**src/rtl/ess_decel_detector.sv**
```systemverilog
// ess_decel_detector
// Watches the per-sample speed drop while the driver is braking and requests
// the emergency stop signal (ESS) after CONFIRM_N consecutive hard-braking
// samples. After a request it locks out re-arming until the warning-light
// block has finished blinking and HOLDOFF_N further samples have passed.
module ess_decel_detector #(
    parameter int MIN_SPEED    = 30,
    parameter int DECEL_THRESH = 8,
    parameter int CONFIRM_N    = 2,
    parameter int HOLDOFF_N    = 10
) (
    input  logic       clk,
    input  logic       rst,
    input  logic       tick_sample,
    input  logic [7:0] speed,
    input  logic       brake_pressed,
    input  logic       is_accel_pressed,
    input  logic       ess_active,
    output logic       ess_trigger,
    output logic [7:0] decel_out,
    output logic [2:0] state_out
);

    typedef enum logic [2:0] {
        IDLE    = 3'd0,
        ARMED   = 3'd1,
        CONFIRM = 3'd2,
        FIRE    = 3'd3,
        HOLDOFF = 3'd4
    } state_t;

    state_t      state_r;
    state_t      state_s;
    logic [2:0]  hit_cnt_r;
    logic [2:0]  hit_cnt_s;
    logic [7:0]  holdoff_cnt_r;
    logic [7:0]  holdoff_cnt_s;
    logic [7:0]  prev_speed_r;
    logic        prev_valid_r;
    logic [7:0]  decel_r;
    logic        trig_r;

    logic [7:0]  decel_s;
    logic        hit_s;
    logic        abort_s;
    logic        arm_s;
    logic [3:0]  hit_inc_s;
    logic [8:0]  hold_inc_s;

    // Speed drop since the previous sample; a rise (or no history) is 0,
    // so the result can never wrap to a large value.
    function automatic logic [7:0] speed_drop(input logic [7:0] prev,
                                              input logic [7:0] cur,
                                              input logic       valid);
        logic [7:0] drop;
        if (valid && (prev > cur)) begin
            drop = prev - cur;
        end else begin
            drop = 8'd0;
        end
        return drop;
    endfunction

    // Per-sample qualifiers shared by the state logic.
    always_comb begin
        decel_s    = speed_drop(prev_speed_r, speed, prev_valid_r);
        hit_s      = tick_sample && (decel_s >= 8'(DECEL_THRESH));
        abort_s    = !brake_pressed || is_accel_pressed;
        arm_s      = tick_sample && brake_pressed && !is_accel_pressed &&
                     (speed >= 8'(MIN_SPEED));
        hit_inc_s  = {1'b0, hit_cnt_r} + 4'd1;
        hold_inc_s = {1'b0, holdoff_cnt_r} + 9'd1;
    end

    // Next-state and counter logic; abort wins over a simultaneous hit.
    always_comb begin
        state_s       = state_r;
        hit_cnt_s     = hit_cnt_r;
        holdoff_cnt_s = holdoff_cnt_r;
        case (state_r)
            IDLE: begin
                hit_cnt_s     = 3'd0;
                holdoff_cnt_s = 8'd0;
                if (arm_s) begin
                    state_s = ARMED;
                end else begin
                    state_s = IDLE;
                end
            end
            ARMED, CONFIRM: begin
                holdoff_cnt_s = 8'd0;
                if (abort_s) begin
                    state_s   = IDLE;
                    hit_cnt_s = 3'd0;
                end else if (tick_sample) begin
                    if (hit_s) begin
                        hit_cnt_s = hit_inc_s[2:0];
                        if (hit_inc_s == 4'(CONFIRM_N)) begin
                            state_s = FIRE;
                        end else begin
                            state_s = CONFIRM;
                        end
                    end else begin
                        state_s   = ARMED;
                        hit_cnt_s = 3'd0;
                    end
                end else begin
                    state_s = state_r;
                end
            end
            FIRE: begin
                state_s       = HOLDOFF;
                hit_cnt_s     = 3'd0;
                holdoff_cnt_s = 8'd0;
            end
            HOLDOFF: begin
                hit_cnt_s = 3'd0;
                if (ess_active) begin
                    holdoff_cnt_s = 8'd0;
                end else if (tick_sample) begin
                    if (hold_inc_s == 9'(HOLDOFF_N)) begin
                        state_s       = IDLE;
                        holdoff_cnt_s = 8'd0;
                    end else begin
                        holdoff_cnt_s = hold_inc_s[7:0];
                    end
                end else begin
                    holdoff_cnt_s = holdoff_cnt_r;
                end
            end
            default: begin
                state_s       = IDLE;
                hit_cnt_s     = 3'd0;
                holdoff_cnt_s = 8'd0;
            end
        endcase
    end

    // State, counters, sample history and registered outputs.
    always_ff @(posedge clk or posedge rst) begin
        if (rst) begin
            state_r       <= IDLE;
            hit_cnt_r     <= 3'd0;
            holdoff_cnt_r <= 8'd0;
            prev_speed_r  <= 8'd0;
            prev_valid_r  <= 1'b0;
            decel_r       <= 8'd0;
            trig_r        <= 1'b0;
        end else begin
            state_r       <= state_s;
            hit_cnt_r     <= hit_cnt_s;
            holdoff_cnt_r <= holdoff_cnt_s;
            trig_r        <= (state_s == FIRE);
            if (tick_sample) begin
                prev_speed_r <= speed;
                prev_valid_r <= 1'b1;
                decel_r      <= decel_s;
            end else begin
                prev_speed_r <= prev_speed_r;
                prev_valid_r <= prev_valid_r;
                decel_r      <= decel_r;
            end
        end
    end

    assign ess_trigger = trig_r;
    assign decel_out   = decel_r;
    assign state_out   = state_r;

endmodule

```
**config.mk**
```make
export PLATFORM = sky130hd
export DESIGN_NAME = ess_decel_detector
export DESIGN_NICKNAME = d
export VERILOG_FILES = /design/src/rtl/ess_decel_detector.sv
export SDC_FILE = /design/constraint.sdc
export NUM_CORES = 1
export LEC_CHECK = 0
export CAP_MARGIN = 20
export CORE_AREA = 2 2 61 63
export DETAILED_ROUTE_END_ITERATION = 10
export DIE_AREA = 0 0 63 65
export PLACE_DENSITY = 0.9
export SLEW_MARGIN = 20
export SYNTH_ARGS = -nofsm -noshare
export SYNTH_HDL_FRONTEND = slang
export SYNTH_SLANG_ARGS = --single-unit
```
**constraint.sdc**
```tcl
create_clock -name clk -period 4.55 [get_ports clk]
set_input_delay 0.455 -clock clk [delete_from_list [all_inputs] [get_ports clk]]
set_output_delay 0.455 -clock clk [all_outputs]
set_load 0.005 [all_outputs]
```
-- Word level (Yosys, flattened, before mapping)
Index checks and enable logic that the tools add are counted.
- add/sub/neg operators: 3
- order comparisons: 3
- equality and inequality tests: 9
- muxes and demuxes: 18
- reduce and logical (&&, ||, !) cells: 10
- operator list (kind ; count):
    $mux W8 ; 5
    $mux W3 ; 10
    $pmux W3 S4 ; 1
    $add A8 B1 Y9 const B ; 1
    $eq A3 B2 Y1 const B ; 3
    $eq A9 B4 Y1 const B ; 1
    $ge A8 B4 Y1 const B ; 1
    $ge A8 B5 Y1 const B ; 1
    $gt A8 B8 Y1 ; 1
    $sub A8 B8 Y8 ; 1
    $ne A3 B3 Y1 const B ; 2
    $logic_and A1 B1 Y1 ; 5
    $add A3 B1 Y4 const B ; 1
    $eq A4 B2 Y1 const B ; 1
    $eq A3 B1 Y1 const B ; 1
    $eq A3 B3 Y1 const B ; 1
    $logic_not A3 Y1 ; 1
    $logic_not A1 Y1 ; 2
    $mux W1 ; 2
    $reduce_or A2 Y1 ; 1
    $logic_or A1 B1 Y1 ; 1
- bits in registers: 32
- input bits: 14
- logic and storage cells: 50

-- Depth between registers and ports, before layout
- depth after elaboration: 10
- mapped depth: 11
- depth with buffers taken out: 11

-- Worst setup path after synthesis
Ideal clock, no wire load.
- path kind: input -> register
- start point: in speed[0]
- end point: reg trig_r (netlist: ess_trigger)
- data arrival time: 2.656 ns
- slack: 1.800 ns
- stages: 10
- buffers on the path: 0
- path through: ha_1 > inv_1 > fa_1 > a211oi_1 > o21bai_1 > a21oi_2 > xnor2_1 > or4b_4 > a311o_1 > a221oi_2
- cells in the longest elaborated chain, start to end: 10
- elaborated cells between the ends (all ways): 14
- ends and longest elaborated chain (element ; line ; RTL):
    start, declared ; 15 ; input logic [7:0] speed,
    $gt A8 B8 Y1 ; 56 ; if (valid && (prev > cur)) begin
    $logic_and A1 B1 Y1 ; 56 ;
    $mux W8 ; 56 ;
    $ge A8 B4 Y1 ; 67 ; hit_s = tick_sample && (decel_s >= 8'(DECEL_THRESH));
    $logic_and A1 B1 Y1 ; 67 ;
    $mux W3 ; 96 ; if (hit_s) begin
    $mux W3 ; 95 ; end else if (tick_sample) begin
    $mux W3 ; 92 ; if (abort_s) begin
    $pmux W3 S4 (*) ; 80 ; case (state_r)
    $eq A3 B2 Y1 (*) ; 153 ; trig_r <= (state_s == FIRE);
    end signal, assigned ; 153 ;
    end, declared ; 41 ; logic trig_r;
Mark *: on every way between the ends. The rest lies on a longest branch, timed or not.
A chain may end at the register's enable or synchronous reset.

-- Worst setup path in the final report
Ends and elaborated chain as after synthesis.

==> results.md <==
- Status: completed
- Worst VDD drop: 0.250 mV
- Syn Std Cell Area: 1940 sq um
- Largest net degree at the start of global routing: 41
- Final net count: 267
- RSZ-0062 raised after global routing: no
- Crit path DAT: 3.34 ns
- First-pass detailed-route iteration total: 4
- Worst slew pin tran: 0.760 ns
- Max_cap viols: 0
- GR Overflow Total: 0
- Fin crit share: 68.3%
- First-pass GRT wire length: 6.73 mm
- Die H: 65 um
- Cells after synthesis: 211
- Clock Skew: 0.0144 ns
- CTS tree: built
- Critical Path Start Type: primary input
- Num CTS Buffers: 5
- FF/Latch Area: 801 sq um
- Avg Cell Area, Syn: 9.19 sq um
- Worst EP required: 4.79 ns
- Starting Density: 55.4%
- Post-layout minimum cycle time: 3.11 ns
- Async set-reset flop share out of synthesis: 100%
- Die X: 63 um
- Ant. Diodes: 0
- CP Class: primary input to flop
- Port Buffers: 25
- Antenna violations before repair: 0
- Power Density: 316 nW/um^2
- Core region area: 3500 sq um
- Drt total wl: 3.85 mm
- Synth Net Count: 238
- Ratio of cells with drive above 1 in the final layout: 9.54%
- Post-CTS Resized: 0
- EDFF count, synth: 0
- Clock Tree Root: clkbuf_4
- GRT Util Overall: 21.1%
- Crit-path cells: clkdlybuf4s50_1 -> ha_1 -> inv_1 -> fa_1 -> a211oi_1 -> o21bai_1 -> a21oi_2 -> xnor2_1 -> or4b_4 -> a311o_1 -> a221oi_2
- WHS: 0.485 ns
- Vias per cell: 5.55
- Routability Congestion: 0.893
- Starting DRT DRC Count: 66
- Die ar.: 4100 sq um
- Final setup TNS: 0 ns
- Seq cells post-synth: 32
- Hold Buf Count CTS: 0
- Max-slew violation count: 0
- Area delta synth->final: 20.5%
- Fin cells: 289
- Skew-Pair Late Insertion Delay: 0.34 ns
- Antenna Nets Post-Route: 0
- Crit-path max FO: 5
- Fmax: 322 MHz
- Fill count: 289
- Fin. Hold Viols: 0
- Clock Pin Slew Worst Setup and Hold Paths: 0.10 ns
- Multi-input logic area: 1030 sq um
- # setup viols final: 0
- Vias in the first global route: 1538
- P_leak: 1.00 nW
- CP max stage cell: or4b_4
- Count of cell types in the netlist: 42
- Hpwl dp: 2.87 mm
- Dpl cells: 281
- Yosys warns: 0
- Via count: 1605
- Rel. slew slack: 49.3%
- Reg-to-reg setup timing slack: 1.61 ns
- Sequential fraction of the synthesis area: 41.3%
- Clock buffer depth: 2
- Routed wire per std cell: 13.3 um
- DRC Markers: 0
- Num Clock Sinks: 32
- Crit-path max cell delay: 0.56 ns
- Hold Path Class: primary input to async pin
- FP Rows: 22
- Crit. End Element: flop
- # H-tree levels: 2
- IO Count: 26
- Post-CTS setup buffer count: 0
- Synth Flop Type: dfrtp_1
- Total Power: 738 uW
[worst max-delay path: cells and delay by family]
kind | cells | cell delay [ns]
AO/OA/AOI/OAI | 5 | 1.10
AND/OR/NAND/NOR | 1 | 0.56
XOR/XNOR | 1 | 0.11
buffers and inverters | 2 | 0.53
adder cells (fa/ha/maj) | 2 | 0.59
[cell type report]
class / instances / area share, %
clock buffers: 7 / 2.79
clock inverters: 1 / 1.29
inverters: 22 / 3.54
multi-input cells: 152 / 44.2
flip-flops and latches: 32 / 34.3
well taps: 48 / 2.57
repair buffers: 27 / 11.4
[cell usage after synthesis (all sizes together) (2+ instances only)]
master	instances	area share, %
nand4	4	1.3
and3	2	0.65
mux2i	3	1.5
o21ai	18	4.6
mux2	7	4.1
a211oi	3	1.2
nor3b	3	1.2
xor2	6	2.7
nand2	13	2.5
nor2	19	3.7
clkbuf	4	0.77
nand3	13	3.4
nand2b	5	1.6
inv	22	4.3
a21oi	12	3.3
xnor2	4	1.8
nor3	2	0.52
ha	12	7.7
nor2b	3	0.97
nand3b	4	1.5
or4b	2	1.2
a221oi	2	1.2
dfrtp	32	41
[stage by stage]
stage / instance area, sq um / utilization, % / setup slack (ns)
after floorplan: 1940 / - / 1.80
after global placement: 2240 / 64.1 / 1.22
after detailed placement: 2240 / 64.1 / 1.12
after CTS: 2340 / 66.8 / 1.46
after global routing: 2340 / 66.8 / 1.31
final: 2340 / 66.8 / 1.44
[report_power, final]
part	internal, mW	switching [mW]
combinational	0.0884	0.0890
clock	0.146	0.0951
sequential	0.306	0.0137
[flip-flops by register name, summed over array words and instances, names as in the netlist]
name	count
prev_valid_r	1
state_out	3
holdoff_cnt_r	8
decel_out	8
hit_cnt_r	3
prev_speed_r	8
ess_trigger	1
[cells in the final DEF, fill, tap and decap left out, types with 2 or more instances in the layout]
cell type and instances:
nand2_1 13, buf_4 2, and3_1 2, mux2_2 7, nand2b_1 5, a21oi_1 11, xnor2_1 4, nor3b_1 3
dfrtp_1 32, mux2i_1 3, nand3b_1 4, nor3_1 2, clkdlybuf4s50_1 25, nand3_1 13, nand4_1 4, clkbuf_8 2
xor2_1 6, nor2_1 19, nor2b_1 3, ha_1 12, o21ai_0 18, clkbuf_4 5, a211oi_1 3, inv_1 22
[per-layer routing]
metal | GRT usage (%) | share of wire (%) | vias up | wire (um)
met2 | 34.8 | 50 | 44 | 1910
li1 | - | - | 790 | -
met5 | 0 | 0 | - | 0
met3 | 4.86 | 4.1 | 10 | 157
met1 | 26.2 | 44 | 761 | 1690
met4 | 10.3 | 2.4 | 0 | 93
[logic make-up (layout without fill, tap and decap cells)]
family	after synthesis	count (layout)	synth area share [%]
DFF	32	32	41.3
xor gates and xnor gates	10	10	4.52
muxes	10	10	5.62
adders and majority gates	13	13	8.78
and+or+nand+nor	75	75	20.3
AOI/OAI and AO/OA	44	44	14.0
buffers and inverters	27	57	5.42
[worst paths after layout]
path	startpoint	endpoint	cells past startpoint
max	speed[0]	ess_trigger	11
max in group asynchronous	rst	state_out[0]	3
min	rst	prev_speed_r[2]	3
min reg2reg	prev_valid_r	prev_valid_r	1
max reg2reg	prev_speed_r[0]	ess_trigger	11
min in group clk	prev_valid_r	prev_valid_r	1
Power figures use the tool's default switching activity.
